[src/rtl/mmio_uart_tx_pkg.sv]
// Shared definitions for the memory-mapped UART transmitter: register offsets,
// STATUS bit positions and FSM state encodings. UART_PARITY_EN adds the PARITY state.
package mmio_uart_tx_pkg;

  localparam int REG_W = 32;

  localparam logic [2:0] UART_TXDATA_OFF = 3'd0;
  localparam logic [2:0] UART_STATUS_OFF = 3'd4;

  localparam int ST_BUSY_BIT  = 0;
  localparam int ST_FULL_BIT  = 1;
  localparam int ST_EMPTY_BIT = 2;
  localparam int ST_OVF_BIT   = 3;
  localparam int ST_CNT_LSB   = 4;

  typedef enum logic [2:0] {
    ST_IDLE   = 3'd0,
    ST_START  = 3'd1,
    ST_DATA   = 3'd2,
`ifdef UART_PARITY_EN
    ST_PARITY = 3'd3,
`endif
    ST_STOP   = 3'd4
  } tx_state_e;

  // STATUS only has a 4-bit count field, so deep FIFOs report 15 when fuller.
  function automatic logic [3:0] satCount4(input logic [6:0] cnt);
    return (cnt > 7'd15) ? 4'hF : cnt[3:0];
  endfunction

endpackage

[src/rtl/uart_tx_fifo.sv]
// Synchronous byte FIFO for the UART transmitter; pointers carry one extra wrap bit
// so full and empty are distinguished without a separate counter.
module uart_tx_fifo #(
  parameter int DEPTH = 8
) (
  input  logic                     i_clk,
  input  logic                     i_rst_n,
  input  logic                     i_push,
  input  logic                     i_pop,
  input  logic [7:0]               i_din,
  output logic [7:0]               o_dout,
  output logic                     o_full,
  output logic                     o_empty,
  output logic [$clog2(DEPTH):0]   o_count
);

  localparam int AW = $clog2(DEPTH);

  logic [7:0]  r_mem [DEPTH];
  logic [AW:0] r_wptr;
  logic [AW:0] r_rptr;
  logic        w_do_push;
  logic        w_do_pop;

  assign o_empty = (r_wptr == r_rptr);
  assign o_full  = (r_wptr[AW] != r_rptr[AW]) && (r_wptr[AW-1:0] == r_rptr[AW-1:0]);
  assign o_count = r_wptr - r_rptr;
  assign o_dout  = r_mem[r_rptr[AW-1:0]];

  // A push into a full FIFO is still taken when the head leaves in the same cycle.
  assign w_do_pop  = i_pop & ~o_empty;
  assign w_do_push = i_push & (~o_full | w_do_pop);

  always_ff @(posedge i_clk) begin
    if (w_do_push) begin
      r_mem[r_wptr[AW-1:0]] <= i_din;
    end
  end

  always_ff @(posedge i_clk) begin
    if (!i_rst_n) begin
      r_wptr <= '0;
      r_rptr <= '0;
    end else begin
      if (w_do_push) r_wptr <= r_wptr + 1'b1;
      if (w_do_pop)  r_rptr <= r_rptr + 1'b1;
    end
  end

endmodule

[src/rtl/mmio_uart_tx.sv]
// Memory-mapped UART transmitter: TXDATA/STATUS window on the data bus, byte FIFO,
// 8N1 serialiser. Define UART_PARITY_EN to insert an even parity bit before stop.
module mmio_uart_tx
  import mmio_uart_tx_pkg::*;
#(
  parameter logic [31:0] BASE_ADDR  = 32'h2000_0000,
  parameter int          CLK_DIV    = 16,
  parameter int          FIFO_DEPTH = 8
) (
  input  logic             clk,
  input  logic             rst,
  input  logic             ce,
  input  logic             we,
  input  logic [31:0]      addr,
  input  logic [3:0]       sel,
  input  logic [REG_W-1:0] data_i,
  output logic [REG_W-1:0] data_o,
  output logic             txd
);

  localparam int          FCW       = $clog2(FIFO_DEPTH) + 1;
  localparam logic [15:0] BAUD_LOAD = 16'(CLK_DIV - 1);

  logic           w_hit;
  logic           w_is_txdata;
  logic           w_is_status;
  logic           w_push_req;
  logic           w_status_wr;
  logic           w_pop;
  logic           w_full;
  logic           w_empty;
  logic [7:0]     w_dout;
  logic [FCW-1:0] w_count;
  logic           w_busy;
  logic           w_unused;

  tx_state_e   r_state;
  logic [15:0] r_baud;
  logic [2:0]  r_bit;
  logic [7:0]  r_shift;
  logic        r_txd;
  logic        r_ovf;

  assign w_hit       = ce && (addr[31:3] == BASE_ADDR[31:3]);
  assign w_is_txdata = (addr[2] == UART_TXDATA_OFF[2]);
  assign w_is_status = (addr[2] == UART_STATUS_OFF[2]);
  assign w_push_req  = w_hit && we && (sel != 4'd0) && w_is_txdata;
  assign w_status_wr = w_hit && we && w_is_status;
  assign w_pop       = (r_state == ST_IDLE) && !w_empty;
  assign w_busy      = (r_state != ST_IDLE);
  assign txd         = r_txd;
  assign w_unused    = ^{addr[1:0], data_i[REG_W-1:8]};

  uart_tx_fifo #(
    .DEPTH (FIFO_DEPTH)
  ) u_fifo (
    .i_clk   (clk),
    .i_rst_n (rst),
    .i_push  (w_push_req),
    .i_pop   (w_pop),
    .i_din   (data_i[7:0]),
    .o_dout  (w_dout),
    .o_full  (w_full),
    .o_empty (w_empty),
    .o_count (w_count)
  );

  always_ff @(posedge clk) begin
    if (!rst) begin
      r_ovf <= 1'b0;
    end else if (w_status_wr) begin
      r_ovf <= 1'b0;
    end else if (w_push_req && w_full && !w_pop) begin
      r_ovf <= 1'b1;
    end
  end

  // r_shift holds the whole byte for the frame; r_bit selects the bit on the wire.
  always_ff @(posedge clk) begin
    if (!rst) begin
      r_state <= ST_IDLE;
      r_baud  <= '0;
      r_bit   <= '0;
      r_shift <= '0;
      r_txd   <= 1'b1;
    end else begin
      case (r_state)
        ST_IDLE: begin
          if (!w_empty) begin
            r_shift <= w_dout;
            r_bit   <= '0;
            r_baud  <= BAUD_LOAD;
            r_txd   <= 1'b0;
            r_state <= ST_START;
          end
        end
        ST_START: begin
          if (r_baud == '0) begin
            r_baud  <= BAUD_LOAD;
            r_txd   <= r_shift[0];
            r_state <= ST_DATA;
          end else begin
            r_baud <= r_baud - 16'd1;
          end
        end
        ST_DATA: begin
          if (r_baud == '0) begin
            r_baud <= BAUD_LOAD;
            r_bit  <= r_bit + 3'd1;
            if (r_bit == 3'd7) begin
`ifdef UART_PARITY_EN
              r_txd   <= ^r_shift;
              r_state <= ST_PARITY;
`else
              r_txd   <= 1'b1;
              r_state <= ST_STOP;
`endif
            end else begin
              r_txd <= r_shift[r_bit + 3'd1];
            end
          end else begin
            r_baud <= r_baud - 16'd1;
          end
        end
`ifdef UART_PARITY_EN
        ST_PARITY: begin
          if (r_baud == '0) begin
            r_baud  <= BAUD_LOAD;
            r_txd   <= 1'b1;
            r_state <= ST_STOP;
          end else begin
            r_baud <= r_baud - 16'd1;
          end
        end
`endif
        ST_STOP: begin
          if (r_baud == '0) begin
            r_state <= ST_IDLE;
          end else begin
            r_baud <= r_baud - 16'd1;
          end
        end
        default: begin
          r_state <= ST_IDLE;
          r_txd   <= 1'b1;
        end
      endcase
    end
  end

  always_comb begin
    data_o = '0;
    if (w_hit && w_is_status) begin
      data_o[ST_CNT_LSB +: 4] = satCount4(7'(w_count));
      data_o[ST_OVF_BIT]      = r_ovf;
      data_o[ST_EMPTY_BIT]    = w_empty;
      data_o[ST_FULL_BIT]     = w_full;
      data_o[ST_BUSY_BIT]     = w_busy;
    end
  end

endmodule
[config.mk]
export PLATFORM = sky130hd
export DESIGN_NAME = mmio_uart_tx
export DESIGN_NICKNAME = d
export VERILOG_FILES = /design/src/rtl/mmio_uart_tx_pkg.sv /design/src/rtl/uart_tx_fifo.sv /design/src/rtl/mmio_uart_tx.sv
export SDC_FILE = /design/constraint.sdc
export NUM_CORES = 1
export LEC_CHECK = 0
export BUFFER_PORTS_ARGS = -buffer_cell sky130_fd_sc_hd__buf_2
export CORE_MARGIN = 2
export CORE_UTILIZATION = 30
export DETAILED_ROUTE_END_ITERATION = 10
export SLEW_MARGIN = 20
export SYNTH_ARGS = -nofsm -noshare
export SYNTH_HDL_FRONTEND = slang
export SYNTH_SLANG_ARGS = --single-unit
export TNS_END_PERCENT = 5
[constraint.sdc]
create_clock -name clk -period 3.9 [get_ports clk]
set_input_delay 0.78 -clock clk [delete_from_list [all_inputs] [get_ports clk]]
set_output_delay 0.78 -clock clk [all_outputs]
set_load 0.01 [all_outputs]
==> flow_summary.ini, run 1 <==
[run_status]
outcome = complete, no violations

[routing]
wl_met1_um = 4448
initialDrtViolationCount = 190
antenna_left = 0
wl_per_cell_um = 14.83
route.met3.wl_um = 305
wl_met2_um = 5104
drc = 0
num_vias = 3278
routed.top_layer = met4
wirelength_um = 10010
viasPerCell = 4.856
drt-pass1-iter-count = 4

[layout]
fin_nets = 536
area_growth_pct = 14.96
fin_util_pct = 35.46
drive_above_1_share_pct = 28.10
n_antenna_cell = 0
most-common-layout-cells = edfxtp_1, buf_2, dfxtp_1, nor2_1, nand2_1
final_common_cell = edfxtp_1
fillers = 1566

[power_and_ir_drop]
max-vdd-ir-drop_mv = 0.6050
p_clk_share_pct = 26.8
leakage_uw = 0.002034
intPower_uw = 2156
seqPwrFrac_pct = 39.7
switching_power_uw = 1200
power.density_nw_per_um2 = 593.6
switching_share_pct = 35.76
p_comb_share_pct = 33.5

[grt]
grt-ovfl-total = 0
grtUsageTotal_pct = 11.98
grt_max_degree = 22
grt_first_pass_wirelength_um = 16600
grt_pass1_vias = 3351
antenna_found_initial = 0

[die]
core.rowCount = 46
coreArea_um2 = 15940
fp.dieH_um = 132.0
die_x_um = 132.0
num_io_pins = 105
initial_core_util_pct = 30.84
die_area_um2 = 17430

[sta]
hold_viol_final = 0
clock_skew_ps = 9.248
finalSetupTns_ps = 0
holdWs_ps = 470.6
fin_crit_sh_pct = 87.58
slew_headroom_pct = 53.86
worst_pin_slew_ps = 687.2
slew_violations = 0
layout_min_cycle_time_ps = 3416
rsz0062_at_grt = false
setup-violations-final = 0
fmax_ghz = 0.2928

[clocking]
numCtsBuffers = 9
clock-sinks = 104
cts_tree = built
clockBufferDepth = 2
worst_skew_pair.late_latency_ps = 350
clk_pin_slew_ps = 80
hold_buffers = 0
htreeDepth = 3
post_cts_buffers = 0
cts_resized = 0
ctsRootBufferMaster = clkbuf_16

[synthesis]
synth_area_um2 = 4917
synth-seq-cells = 104
ys.flop_type = edfxtp_1
synth_top_area_cell = edfxtp_1
synth-seq-area-share_pct = 55.37
ys_types = 64
syn_inst = 396
synth_edf_count = 64
yosys-top-cells-area = edfxtp_1, dfxtp_1, mux4_2
synth_top_cell_area_share_pct = 39.08
synth_area_per_cell_um2 = 12.42
postSynth.asyncResetShare_pct = 0
yosys_warnings = 0

[worst_setup_path]
crit_type = reg -> out
timing.rr.end = u_fifo.r_mem[7][4]
cp_max_fo = 11
endpoint_kind = primary output
arrival_ps = 2640
r2r_slack_ps = 660
ff2ff_path_depth = 7
required_ps = 3120
worstReg2RegStart = u_fifo.r_rptr[2]
start_kind = flop

[place]
portBuffers = 54
dp_hpwl_um = 6811
gp_congestion = 0.7740

[hold_path]
min-delay-start = r_bit[2]
min_to = r_bit[2]
hold_path_depth = 2
hold_class = reg -> reg

[job]
maxCapViolCount = 0
## per-stage QoR
stage                     instance area [um^2]  total power [uW]  instances  worst slack (ps)
after detailed placement                  5351              2479        659             638.0
after floorplan                           5004              2312        419             349.9
after global routing                      5653              3592        675             241.6
after global placement                    5351              2427        659             679.1
final                                     5653              3356        675             484.3
after CTS                                 5653              3384        675             469.4
## routing by layer
metal | GRT usage, % | vias to the layer above
li1 | - | 1580
met1 | 13.91 | 1623
met2 | 21.30 | 63
met3 | 2.960 | 12
met4 | 4.529 | 0
met5 | 0 | -
## sequential cells by signal, indices dropped and copies added, names as in the netlist
register and flops:
r_baud 16, r_state 3, u_fifo.r_rptr 4, txd 1, r_bit 3, u_fifo.r_wptr 4
r_ovf 1, r_shift 8, u_fifo.r_mem 64
## kinds of logic after synthesis
logic type	after synthesis	share of synthesized area, %
multiplexers	22	9.084
buffers and inverters	54	6.743
AND/OR/NAND/NOR	134	14.78
other	1	0.07626
flip-flops	104	55.37
AO/OA/AOI/OAI	62	9.644
adder cells (fa/ha/maj)	10	2.697
XOR/XNOR	9	1.603
## power groups by stage
| stage | logic, uW | registers [uW] | clock network [uW] |
|---|---|---|---|
| after floorplan | 983 | 1330 | 0 |
| after global placement | 1080 | 1350 | 0 |
| after detailed placement | 1120 | 1350 | 0 |
| after CTS | 1130 | 1330 | 924 |
| after global routing | 1280 | 1350 | 965 |
| final | 1120 | 1330 | 899 |
## Yosys cell counts, drive strengths merged, types with 3 or more instances
cell type	number
nor4	7
nor4b	3
ha	9
dfxtp	40
o21ai	6
nor3	6
or4	12
and3	6
a311oi	8
mux4	18
clkbuf	9
or3	8
mux2i	3
o31ai	9
a21oi	19
nand2	30
or2	4
nand4b	3
nand4	5
nor2	35
xor2	3
edfxtp	64
nand3	3
buf	34
xnor2	6
inv	9
nand2b	5
a211oi	3
## worst max path at each step
stage                     startpoint                 end  slack, ps
floorplan           u_fifo.r_rptr[1]  u_fifo.r_mem[0][0]        350
global placement    u_fifo.r_rptr[2]  u_fifo.r_mem[7][3]        680
detailed placement  u_fifo.r_rptr[2]  u_fifo.r_mem[7][3]        640
CTS                 u_fifo.r_rptr[2]           data_o[2]        470
global route        u_fifo.r_rptr[2]           data_o[2]        240
finish              u_fifo.r_rptr[2]           data_o[2]        480
## layout make-up
cell class / instances / area [um^2] / area share [%]
flip-flops and latches: 104 / 2723 / 48.16
multi-input cells: 261 / 1949 / 34.48
repair buffers: 67 / 367.9 / 6.507
well taps: 216 / 270.3 / 4.781
clock buffers: 9 / 225.2 / 3.984
clock inverters: 7 / 76.32 / 1.350
inverters: 11 / 41.29 / 0.7304
## worst max-delay path: stages, from the launching register on
cell	delay (ps)
dfxtp_1	620
clkinv_1	420
ha_1	480
and3_2	260
nand2_1	180
nor2_1	160
buf_2	150
(Power assumes the default switching activity.)
==> inputs of run 2 (changes only) <==
- clock period: 3.9 -> 3 ns (I/O delays scaled with it)
==> run 2 against run 1 <==
Sequential share of layout area fell by 0.43 points. Largest power group unchanged. Critical endpoint unchanged. Critical path depth did not move. Flip-flop and latch count unchanged. Via count down 2.4%. Count of clock-buffer cells in the layout is the same.
==> flow_summary.ini, run 2 (synthesized netlist as in run 1, its figures left out) <==
[run_status]
outcome = complete, no violations

[clocking]
clk_pin_slew_ps = 80
htreeDepth = 3
worst_skew_pair.late_latency_ps = 350
numCtsBuffers = 9
clockBufferDepth = 2
post_cts_buffers = 0
cts_tree = built
hold_buffers = 0
ctsRootBufferMaster = clkbuf_16
cts_resized = 0
clock-sinks = 104

[sta]
finalWorstSetupSlack_ps = 271.2
fin_crit_sh_pct = 90.96
setup-violations-final = 0
hold_viol_final = 0
worst_pin_slew_ps = 605.3
slew_violations = 0
rsz0062_at_grt = false
clock_skew_ps = 9.893
fmax_ghz = 0.3665
layout_min_cycle_time_ps = 2729
slew_headroom_pct = 59.64

[routing]
wl_per_cell_um = 14.68
viasPerCell = 4.725
drc = 0
antenna_left = 0
drt-pass1-iter-count = 4
num_vias = 3199
initialDrtViolationCount = 176
wirelength_um = 9939

[grt]
grt_first_pass_wirelength_um = 16590
grt-ovfl-total = 0
antenna_found_initial = 0
grt_max_degree = 24
grtUsageTotal_pct = 11.81
grt_pass1_vias = 3232

[layout]
fin_util_pct = 35.78
fillers = 1550
multiInputGateArea_um2 = 1966
final_common_cell = edfxtp_1
fin_area_um2 = 5704
area_growth_pct = 16.01
n_antenna_cell = 0
drive_above_1_share_pct = 29.07
most-common-layout-cells = edfxtp_1, buf_2, dfxtp_1, nor2_1, nand2_1
fin_nets = 538
seq_area_um2 = 2723
largest_reg_flops = 64

[die]
fp.dieH_um = 132.0
num_io_pins = 105
core.rowCount = 46
initial_core_util_pct = 30.84
die_x_um = 132.0
coreArea_um2 = 15940
die_area_um2 = 17430

[place]
pre_cts_ws_ps = 356.3
place_area_um2 = 5383
gp_congestion = 0.7676
portBuffers = 54
dp_hpwl_um = 6788

[worst_setup_path]
required_ps = 2400
start_kind = flop
cp_cell_sequence = clkinv_1 > ha_1 > and3_2 > nand2_1 > nor2_1 > buf_2
endpoint_kind = primary output
cp_max_fo = 9
arrival_ps = 2130
crit_type = reg -> out
critPathMaxStageDelay_ps = 460
cpMaxStageDelayCell = ha_1

[power_and_ir_drop]
finalPower_uw = 4384
max-vdd-ir-drop_mv = 0.7453
power.density_nw_per_um2 = 768.6
leakage_uw = 0.002061

[hold_path]
hold_class = reg -> reg

[job]
maxCapViolCount = 0
[run 2: cell types whose count changed in the layout (fill, tap and decap cells not counted), sizes merged]
cell	delta
buf	+2
[run 2: where the power goes]
group / leakage [uW] / switching [uW] / total [uW] / internal [uW]
registers: 0.000898 / 103 / 1730 / 1630
clock network: 0.000156 / 613 / 1220 / 611
logic: 0.00101 / 850 / 1430 / 579
total: 0.00206 / 1570 / 4380 / 2820
[run 2: stage by stage]
stage,TNS (ps),hold slack (ps),cells
3_5_place_dp,0,458.4,661
5_1_grt,0,493.6,677
4_1_cts,0,469.0,677
6_report,0,472.0,677
3_3_place_gp,0,445.2,661
2_1_floorplan,-1528,435.6,419
[run 2: area by class of cell]
cell class	instances	area share (%)
clock buffer	9	3.948
clock inverter	7	1.689
inverter	11	0.7238
multi-input combinational	261	34.46
sequential	104	47.73
tap	216	4.738
timing repair buffer	69	6.712
[run 2: critical path, delay by kind of cell, from the launching register on]
family,cells,cell delay (ps)
adder cells (fa/ha/maj),1,460
buffers and inverters,2,420
flip-flops,1,350
AND/OR/NAND/NOR,3,560
[run 2: layer usage]
layer,GRT usage (%),wire [um],share of wire [%]
met1,14.48,4364,44
met2,20.69,5061,51
met3,2.537,384,3.9
met4,3.865,128,1.3
met5,0,0,0
[run 2: worst paths after layout]
path / startpoint / to / slack (ps) / cells after the start
hold / removal: r_bit[2] / r_bit[2] / 470 / 2
setup / recovery: u_fifo.r_rptr[2] / data_o[2] / 270 / 6
setup reg to reg: u_fifo.r_rptr[2] / r_baud[13] / 410 / 7
hold reg to reg: r_bit[2] / r_bit[2] / 470 / 2
==> inputs of run 3 (changes only) <==
- SYNTH_HIERARCHICAL: unset -> 1
- TNS_END_PERCENT: 5 -> unset
==> run 3 against run 2 <==
Final cell count rose by 3.4%. Final area rose by 3.7%. Register-to-register slack got worse by 96 ps. Synthesized cell count rose by 3.8%. Largest cell class unchanged. Highest routed layer unchanged.
==> flow_summary.ini, run 3 <==
[run_status]
outcome = complete, no violations

[layout]
most-common-layout-cells = edfxtp_1, buf_2, dfxtp_1, nand2_1, a21oi_1
final_common_cell = edfxtp_1
fin_nets = 557
drive_above_1_share_pct = 23.54
n_antenna_cell = 0
area_growth_pct = 16.19
largest_reg_flops = 64
fin_util_pct = 35.68
fin_area_um2 = 5917

[sta]
worst_pin_slew_ps = 781.4
layout_min_cycle_time_ps = 2686
slew_headroom_pct = 47.84
finalSetupTns_ps = 0
clock_skew_ps = 13.51
slew_violations = 0
rsz0062_at_grt = false
setup-violations-final = 0
hold_viol_final = 0
fin_crit_sh_pct = 89.53
fmax_ghz = 0.3723

[die]
num_io_pins = 105
fp.dieH_um = 134.3
die_x_um = 134.3
initial_core_util_pct = 30.71
die_area_um2 = 18030
core.rowCount = 47
coreArea_um2 = 16580

[clocking]
post_cts_buffers = 0
ctsRootBufferMaster = clkbuf_16
clk_pin_slew_ps = 80
cts_resized = 0
htreeDepth = 3
clockBufferDepth = 2
cts_tree = built
worst_skew_pair.late_latency_ps = 350
hold_buffers = 0
numCtsBuffers = 9
clock-sinks = 107

[synthesis]
synth_top_cell_area_share_pct = 37.74
ys_types = 56
synth_area_um2 = 5092
yosys_warnings = 6
synth-xor-area-share_pct = 2.039
synth_compound_area_share_pct = 9.730
synthAdderAreaFrac_pct = 2.604
muxShareOfSynthArea_pct = 11.47
synth_edf_count = 64
synth_top_area_cell = edfxtp_1
syn_inst = 411
ys_top_cells_by_count = edfxtp_1, dfxtp_1, nand2_1
yosysMostFrequentCell = edfxtp_1
ys.flop_type = edfxtp_1
postSynth.asyncResetShare_pct = 0
yosys-top-cells-area = edfxtp_1, dfxtp_1, mux4_1
synth-seq-area-share_pct = 54.64
synth_area_per_cell_um2 = 12.39
synth_top_family_by_area = simple AND/OR/NAND/NOR gates
synth-seq-cells = 107
synth-simple-area-share_pct = 13.12

[worst_setup_path]
ff2ff_path_depth = 11
start_kind = flop
r2r_slack_ps = 310
required_ps = 3110
crit_type = reg -> reg
cp_max_fo = 8
endpoint_kind = flop
crit_end = u_fifo/r_mem[2][4]
startpoint = u_fifo/r_rptr[1]
worstReg2RegStart = u_fifo/r_rptr[1]
arrival_ps = 2790
timing.rr.end = u_fifo/r_mem[2][4]

[place]
dp_hpwl_um = 7236
portBuffers = 54
gp_congestion = 0.8115
place_area_um2 = 5603

[routing]
initialDrtViolationCount = 262
wirelength_um = 10380
drt-pass1-iter-count = 4
antenna_left = 0
wl_per_cell_um = 14.82
num_vias = 3443
viasPerCell = 4.919
drc = 0

[grt]
grt_max_degree = 24
met2_usage_pct = 21.97
grt_pass1_vias = 3356
grtUsageMet3_pct = 2.608
antenna_found_initial = 0
grt-ovfl-total = 0
met1_usage_pct = 13.39
grt_busiest_layer = met2
grt_first_pass_wirelength_um = 16700
grtUsageTotal_pct = 11.86

[job]
maxCapViolCount = 0

[power_and_ir_drop]
leakage_uw = 0.002178
max-vdd-ir-drop_mv = 0.2953
finalPower_uw = 2825
power.density_nw_per_um2 = 477.5

[hold_path]
hold_class = reg -> reg
run 3: cell types whose count changed in the layout (fill, tap and decap cells not counted), moves of 4 or more:
| cell | before | now |
|---|---|---|
| mux4_1 | 0 | 15 |
| mux4_2 | 18 | 3 |
| a21oi_1 | 13 | 25 |
| and2_1 | 1 | 13 |
| nor2_1 | 35 | 23 |
| mux2_2 | 1 | 10 |
| a311oi_1 | 8 | 0 |
| a21oi_2 | 6 | 0 |
| a31oi_1 | 1 | 6 |
| inv_1 | 9 | 14 |
| nand3_1 | 3 | 8 |
| a21o_1 | 1 | 5 |
| and3_1 | 4 | 0 |
| or4_2 | 4 | 0 |
run 3: area by class of cell:
cell class,count,area [um^2]
repair buffers,71,397.9
fillers,1645,10670
clock inverters,7,88.84
inverters,15,57.56
clock buffers,9,225.2
well taps,220,275.3
multi-input cells,271,2090
flip-flops and latches,107,2783
run 3: how the worst min path moves through the flow:
stage	startpoint	to	slack, ps	depth (start not counted)
floorplan	r_shift[4]	r_shift[4]	430	2
global placement	r_shift[4]	r_shift[4]	440	2
detailed placement	r_shift[4]	r_shift[4]	450	2
CTS	we	r_ovf	450	2
global route	we	r_ovf	450	2
finish	r_shift[2]	r_shift[2]	460	2
run 3: cell families after synthesis:
logic type / Yosys count
simple gates: 124
flops: 107
compound gates: 73
buf+inv: 56
mux: 29
xor+xnor: 11
fa+ha+maj: 10
other cells: 1
run 3: metrics by stage:
step / setup WS (ps) / hold WS, ps / instances
after floorplan: 102.1 / 433.1 / 434
after global placement: 451.1 / 440.6 / 684
final: 314.2 / 462.7 / 700
after global routing: 223.8 / 451.9 / 700
after detailed placement: 378.9 / 447.5 / 684
after CTS: 352.2 / 447.2 / 700
run 3: power by group:
group          internal, uW  switching (uW)  leakage (uW)
Combinational          23.9            43.8       0.00110
Clock                   611             595      0.000154
Sequential             1550     0.000000670      0.000921
run 3: metal layers:
layer | vias to the layer above | wire length (um)
met1 | 1701 | 4285
li1 | 1651 | -
met2 | 77 | 5568
met3 | 14 | 385
met5 | - | 0
met4 | 0 | 137
run 3: critical path: stages (launching register included):
cell      delay (ps)
dfxtp_1          430
inv_1             80
ha_1             310
nand3_1          110
nor2_1           340
nor2_1           100
nand2_1          120
clkinv_2          70
or3_1            400
nand3b_1         210
nor2_1            80
buf_4            190
